$ cat config.mk
export PLATFORM = sky130hd
export DESIGN_NAME = ex_hazard_ctrl
export DESIGN_NICKNAME = d
export VERILOG_FILES = /design/src/rtl/ex_hazard_ctrl.sv
export SDC_FILE = /design/constraint.sdc
export NUM_CORES = 1
export LEC_CHECK = 0
export CAP_MARGIN = 20
export CELL_PAD_IN_SITES_DETAIL_PLACEMENT = 2
export CELL_PAD_IN_SITES_GLOBAL_PLACEMENT = 2
export CORE_AREA = 2 2 108 120
export DETAILED_ROUTE_END_ITERATION = 6
export DIE_AREA = 0 0 110 122
export PLACE_DENSITY = 0.94
export SETUP_SLACK_MARGIN = 0.3
export SLEW_MARGIN = 20
export SYNTH_ARGS = -nofsm -noshare
export SYNTH_HDL_FRONTEND = slang
export SYNTH_SLANG_ARGS = --single-unit
$ cat constraint.sdc
create_clock -name clk -period 1.75 [get_ports clk]
set_clock_uncertainty 0.2 [all_clocks]
set_input_delay 0.175 -clock clk [delete_from_list [all_inputs] [get_ports clk]]
set_output_delay 0.175 -clock clk [all_outputs]
set_load 0.05 [all_outputs]
$ cat src/rtl/ex_hazard_ctrl.sv
// Load-use stall, taken-branch redirect and operand forwarding control for the 5-stage core.
// Define HAZARD_PERF_CNT_EN to build the saturating stall/flush performance counters.
module ex_hazard_ctrl #(
    parameter int REG_ADDR_W   = 5,
    parameter int ZERO_REG     = 31,
    parameter int STALL_CYCLES = 1,
    parameter int CNT_W        = 32,
    parameter int WORD_W       = 32
) (
    input  logic                  clk,
    input  logic                  rst,
    input  logic                  id_valid,
    input  logic [REG_ADDR_W-1:0] id_rn,
    input  logic [REG_ADDR_W-1:0] id_rm,
    input  logic                  ex_mem_read,
    input  logic                  ex_reg_write,
    input  logic [REG_ADDR_W-1:0] ex_rd,
    input  logic [REG_ADDR_W-1:0] ex_rn,
    input  logic [REG_ADDR_W-1:0] ex_rm,
    input  logic                  mem_reg_write,
    input  logic [REG_ADDR_W-1:0] mem_rd,
    input  logic                  wb_reg_write,
    input  logic [REG_ADDR_W-1:0] wb_rd,
    input  logic                  mem_branch_taken,
    input  logic [WORD_W-1:0]     mem_branch_target,
    output logic                  pc_write,
    output logic                  ifid_write,
    output logic                  idex_bubble,
    output logic                  ifid_flush,
    output logic                  idex_flush,
    output logic                  exmem_flush,
    output logic                  pc_sel,
    output logic [WORD_W-1:0]     pc_target,
    output logic [1:0]            fwd_a,
    output logic [1:0]            fwd_b,
    output logic [CNT_W-1:0]      stall_count,
    output logic [CNT_W-1:0]      flush_count
);

    localparam logic [REG_ADDR_W-1:0] ZERO_IDX = REG_ADDR_W'(ZERO_REG);
    localparam logic [3:0]            REM_INIT = 4'(STALL_CYCLES - 1);

    typedef enum logic [1:0] {
        ST_RUN      = 2'd0,
        ST_STALL    = 2'd1,
        ST_REDIRECT = 2'd2
    } state_t;

    state_t     state_q, state_d;
    logic [3:0] rem_q, rem_d;
    logic       hz_s;

    // The EX write-enable is implied by ex_mem_read for the load-use check.
    logic unused_ex_reg_write_s;
    assign unused_ex_reg_write_s = ex_reg_write;

    function automatic logic [1:0] fwd_sel(
        input logic                  mem_wr,
        input logic [REG_ADDR_W-1:0] mem_dst,
        input logic                  wb_wr,
        input logic [REG_ADDR_W-1:0] wb_dst,
        input logic [REG_ADDR_W-1:0] src
    );
        if (mem_wr && (mem_dst != ZERO_IDX) && (mem_dst == src)) begin
            return 2'b10;
        end else if (wb_wr && (wb_dst != ZERO_IDX) && (wb_dst == src)) begin
            return 2'b01;
        end else begin
            return 2'b00;
        end
    endfunction

    // Load-use hazard between the ID sources and the EX load destination.
    always_comb begin
        hz_s = id_valid && ex_mem_read && (ex_rd != ZERO_IDX) &&
               ((ex_rd == id_rn) || (ex_rd == id_rm));
    end

    // Next-state and control decode; a taken branch outranks any stall.
    always_comb begin
        state_d     = state_q;
        rem_d       = rem_q;
        pc_write    = 1'b1;
        ifid_write  = 1'b1;
        idex_bubble = 1'b0;
        ifid_flush  = 1'b0;
        idex_flush  = 1'b0;
        exmem_flush = 1'b0;
        pc_sel      = 1'b0;
        pc_target   = {WORD_W{1'b0}};
        if (rst) begin
            pc_write    = 1'b0;
            ifid_write  = 1'b0;
            idex_bubble = 1'b1;
            state_d     = ST_RUN;
            rem_d       = 4'd0;
        end else if (mem_branch_taken) begin
            pc_sel      = 1'b1;
            pc_target   = mem_branch_target;
            ifid_flush  = 1'b1;
            idex_flush  = 1'b1;
            exmem_flush = 1'b1;
            state_d     = ST_REDIRECT;
            rem_d       = 4'd0;
        end else begin
            case (state_q)
                ST_RUN: begin
                    if (hz_s) begin
                        pc_write    = 1'b0;
                        ifid_write  = 1'b0;
                        idex_bubble = 1'b1;
                        if (STALL_CYCLES > 1) begin
                            state_d = ST_STALL;
                            rem_d   = REM_INIT;
                        end else begin
                            state_d = ST_RUN;
                        end
                    end else begin
                        state_d = ST_RUN;
                    end
                end
                ST_STALL: begin
                    pc_write    = 1'b0;
                    ifid_write  = 1'b0;
                    idex_bubble = 1'b1;
                    if (rem_q <= 4'd1) begin
                        state_d = ST_RUN;
                        rem_d   = 4'd0;
                    end else begin
                        rem_d   = rem_q - 4'd1;
                    end
                end
                ST_REDIRECT: begin
                    state_d = ST_RUN;
                end
                default: begin
                    state_d = ST_RUN;
                    rem_d   = 4'd0;
                end
            endcase
        end
    end

    // Forwarding selects for both EX operands, MEM ahead of WB.
    always_comb begin
        if (rst) begin
            fwd_a = 2'b00;
            fwd_b = 2'b00;
        end else begin
            fwd_a = fwd_sel(mem_reg_write, mem_rd, wb_reg_write, wb_rd, ex_rn);
            fwd_b = fwd_sel(mem_reg_write, mem_rd, wb_reg_write, wb_rd, ex_rm);
        end
    end

    // Sequencer state and remaining stall count.
    always_ff @(posedge clk) begin
        if (rst) begin
            state_q <= ST_RUN;
            rem_q   <= 4'd0;
        end else begin
            state_q <= state_d;
            rem_q   <= rem_d;
        end
    end

`ifdef HAZARD_PERF_CNT_EN
    logic [CNT_W-1:0] stall_cnt_q, stall_cnt_d;
    logic [CNT_W-1:0] flush_cnt_q, flush_cnt_d;

    // Saturating event counters.
    always_comb begin
        stall_cnt_d = stall_cnt_q;
        flush_cnt_d = flush_cnt_q;
        if (idex_bubble && !rst && (stall_cnt_q != {CNT_W{1'b1}})) begin
            stall_cnt_d = stall_cnt_q + CNT_W'(1);
        end else begin
            stall_cnt_d = stall_cnt_q;
        end
        if (pc_sel && (flush_cnt_q != {CNT_W{1'b1}})) begin
            flush_cnt_d = flush_cnt_q + CNT_W'(1);
        end else begin
            flush_cnt_d = flush_cnt_q;
        end
    end

    // Counter registers.
    always_ff @(posedge clk) begin
        if (rst) begin
            stall_cnt_q <= {CNT_W{1'b0}};
            flush_cnt_q <= {CNT_W{1'b0}};
        end else begin
            stall_cnt_q <= stall_cnt_d;
            flush_cnt_q <= flush_cnt_d;
        end
    end

    assign stall_count = stall_cnt_q;
    assign flush_count = flush_cnt_q;
`else
    assign stall_count = {CNT_W{1'b0}};
    assign flush_count = {CNT_W{1'b0}};
`endif

endmodule
# Word-level counts from Yosys, hierarchy flattened
# Cells that the tools add are included.
# totals
register_bits	1
in_bits	75
output_inout_bits	107
# classes
eq_ne	9
mux	19
n_reduce_logical	11
# op_table
op	n
$mux 32	2
$eq 5x5->1	6
$ne 5x5->1 const B	3
$mux 1	12
$mux 2	5
$logic_and 1x1->1	9
$logic_not 2->1	1
$logic_or 1x1->1	1

# Longest topological paths before layout
# Gate-level depths: netlist (run 1).
# depth
depth_word	7
depth_mapped	5

# Worst setup path before layout (run 1)
# Ideal clock, no wire load.
# synth_timing
path_kind	input to output
startpoint	input port ex_rd[2]
endpoint	output port pc_write
arrival_time_ns	1.690
required_time_ns	1.375
setup_slack_ns	-0.315
cell_stages	4
path_cell_list	and3_1 > nand3_1 > a31oi_1 > buf_4
# synth_via
elab_chain_len	7
# synth_lines
element	line_no	text
start, declared	17	input logic [REG_ADDR_W-1:0] ex_rd,
$ne 5x5->1 or $eq 5x5->1 (tied branches)	75, 76	
$logic_and 1x1->1 or $logic_or 1x1->1 (tied branches)	75, 76	
$logic_and 1x1->1 (*)	75	hz_s = id_valid && ex_mem_read && (ex_rd != ZERO_IDX) &&
$mux 1 (*) (4 in series)	--	
end, declared	26	output logic pc_write,
# Mark *: on every way between the ends. The rest lies on a longest branch, timed or not.

# Worst setup path in the final report (run 1)
# layout_timing
startpoint	input port ex_rn[3]
endpoint	output port fwd_a[0]
# layout_via
elab_chain_len	5
# layout_lines
element	line_no	text
start, declared	18	input logic [REG_ADDR_W-1:0] ex_rn,
$eq 5x5->1	66	end else if (wb_wr && (wb_dst != ZERO_IDX) && (wb_dst == src)) begin
$logic_and 1x1->1	66	
$mux 1	66	
$mux 2 (*)	64	if (mem_wr && (mem_dst != ZERO_IDX) && (mem_dst == src)) begin
$mux 2 (*)	146	if (rst) begin
end, declared	34	output logic [1:0] fwd_a,
# Marked as above.

==> flow_metrics.tcl, run 1 <==
set metrics [dict create \
    p_sw_mw 0.668 \
    drt_iter0_drc 6 \
    cts_hold_buf 0 \
    place_congestion 0.688 \
    synth_async_sr_flop_share_pct 0 \
    rows 43 \
    cpLargestDelayFamily "simple AND/OR/NAND/NOR gates" \
    use_met2_pct 19.6 \
    dieArea_um2 13400 \
    synth.distinct_cells 23 \
    synth_area_leader_cell "buf_4" \
    path_common_cell "buf_6" \
    maxCapViolations 0 \
    nets 374 \
    syn2layout_area_growth_pct 185 \
    power_frac_seq_pct 2.2 \
    io_pins 182 \
    swShare_pct 57.3 \
    dpl.hpwl_um 5110 \
    grt.met3_usage_pct 1.39 \
    cp_cell_sequence "buf_6 > buf_6 > xor2_2 > nor3_2 > nand3_2 > nor3_4 > buf_12" \
    ys.warnings.count 0 \
    layout_setup_ws_ns 0.108 \
    p_int_mw 0.497 \
    cp-start-kind "input port" \
    slowest_delay_ns 0.22 \
    fin_total_pwr_mw 1.16 \
    avgSynthCellArea_um2 7.26 \
    largest_reg_flops 1 \
    grt_pass1_vias 1625 \
    vias 1434 \
    io_buffers 116 \
    p_comb_share_pct 97.8 \
    syn-cell-area_um2 1200 \
    synth-edff-count 0 \
    finalNonFillerCells 454 \
    power.density_nw_per_um2 341 \
    antenna_found_initial 0 \
    max-vdd-ir-drop_v 0.000120 \
    tns_ns 0 \
    synth-seq-area-share_pct 1.67 \
    ys_ff_latch 1 \
    core_um2 12300 \
    path_buf_inv 3 \
    initial_core_util_pct 9.73 \
    overflow 0 \
    drive_gt1_share_pct 60.9 \
    die_x_um 110 \
    fin_crit_sh_pct 93.8 \
    status "completed" \
    cp.arrival_ns 1.27 \
    critPathCaptureType "primary output" \
    fin_crit_ns 1.64 \
    cp_max_fo 2 \
    antenna_left 0 \
    path_clk_slew_ns 0 \
    preCtsSetupSlack_ns -0.339 \
    synth_area_leaders "buf_4 (43%), and2_1 (17%), xnor2_1 (14%)" \
    drv_slew 0 \
    grt_use_total_pct 8.31 \
    grt_use_met1_pct 7.02 \
    p_leak_nw 1.52 \
    dr.pass1.iters 2 \
    yosysTopAreaCellShare_pct 42.6 \
    synth_common_cells "buf_4 (68), and2_1 (32), xnor2_1 (19)" \
    worstPathRequired_ns 1.37 \
    top_register "state_q" \
    synth_flop_cell "dfxtp_1" \
    max_freq_ghz 0.609 \
    top_regs "state_q (1)" \
    finalSetupViolations 0 \
    drc 0 \
    dieHeight_um 122 \
    place_inst 446 \
    diodes 0 \
    rsz0062_at_grt "yes" \
    grt_max_degree 18 \
    grt_first_pass_wirelength_um 8530 \
    wl_per_cell_um 14.2 \
    drt-total-wl_um 6470 \
    final_hold_viol_count 0 \
    critPathSlowestCell "nor3_4" \
    viasPerCell 3.16 \
    min_path_type "input port to flop" \
    yosysMostFrequentCell "buf_4" \
    syn-instance-count 165 \
    p_clk_share_pct 0 \
    top_usage_layer "met2" \
    path_class "input port to primary output" \
]
==> cell usage in the layout, fill, tap and decap left out, drive strengths merged <==
cell type | netlist | final
conb | 1 | 64
nand3b | 1 | 1
buf | 69 | 102
dfxtp | 1 | 1
and3 | 2 | 2
and2 | 32 | 32
xor2 | 10 | 10
o22ai | 1 | 1
clkdlybuf4s50 | 0 | 32
nor3 | 4 | 4
dlygate4sd2 | 0 | 2
o21ai | 1 | 1
nor2b | 3 | 3
clkbuf | 2 | 2
and2b | 1 | 1
nor4bb | 1 | 1
a31o | 1 | 1
a31oi | 1 | 1
clkdlybuf4s15 | 0 | 1
nand2 | 3 | 3
dlymetal6s2s | 0 | 1
nand3 | 9 | 9
xnor2 | 20 | 20
nor4 | 2 | 2
==> per-layer routing <==
metal | vias to the layer above | part of all wire (%)
li1 | 651 | -
met1 | 691 | 27
met2 | 92 | 66
met3 | 0 | 7.3
met4 | 0 | 0
met5 | - | 0
==> power by group through the flow <==
stage / registers, mW / logic, mW / clock network, mW
after CTS: 0.0254 / 1.09 / 0
after detailed placement: 0.0250 / 0.975 / 0
after floorplan: 0.0249 / 0.673 / 0
final: 0.0256 / 1.14 / 0
after global placement: 0.0250 / 0.954 / 0
after global routing: 0.0257 / 1.19 / 0
==> cells by family after synthesis <==
family                    after synthesis  share of synthesized area [%]
and+or+nand+nor                        58                           29.3
AOI/OAI and AO/OA                       4                           2.51
buffers and inverters                  71                           43.6
xor gates and xnor gates               30                           22.5
DFF                                     1                           1.67
other                                   1                          0.313
==> metrics by stage <==
| step | area [µm²] | hold slack [ns] | utilization, % |
|---|---|---|---|
| floorplan | 1500 | 0.0466 | - |
| global placement | 2870 | 0.643 | 23.3 |
| detailed placement | 2870 | 0.637 | 23.3 |
| CTS | 3240 | 0.260 | 26.3 |
| global route | 3420 | 0.317 | 27.7 |
| finish | 3420 | 0.287 | 27.7 |
==> final timing paths <==
check                                    to              from  depth (start not counted)
worst max-delay path               fwd_a[0]          ex_rn[3]                          7
worst min-delay path  state_q[1]$_SDFF_PP0_  mem_branch_taken                          2
==> cell type report <==
type | count | area [µm²]
fill | 1339 | 8900
multi-input combinational | 156 | 1360
sequential | 1 | 20.0
tap | 157 | 196
timing repair buffer | 140 | 1850
==> what timing repair did <==
action | 4_1_cts | 5_1_grt
setup buffers | 2 | 4
resized for setup | 253 | 35
pin swaps | 38 | 17
gates cloned | 2 | 0
setup endpoints to repair | 43 | 8
endpoints found under the hold margin | 0 | 0
Power figures use the tool's default switching activity.
==> inputs of run 2 (changes only) <==
--- a/config.mk
+++ b/config.mk
@@ -9,6 +9,7 @@
 export CELL_PAD_IN_SITES_DETAIL_PLACEMENT = 2
 export CELL_PAD_IN_SITES_GLOBAL_PLACEMENT = 2
 export CORE_AREA = 2 2 108 120
+export CTS_CLUSTER_DIAMETER = 200
 export DETAILED_ROUTE_END_ITERATION = 6
 export DIE_AREA = 0 0 110 122
 export PLACE_DENSITY = 0.94
==> results of run 2 <==
Same layout as run 1: the final DEF is identical, and so are final timing and power.
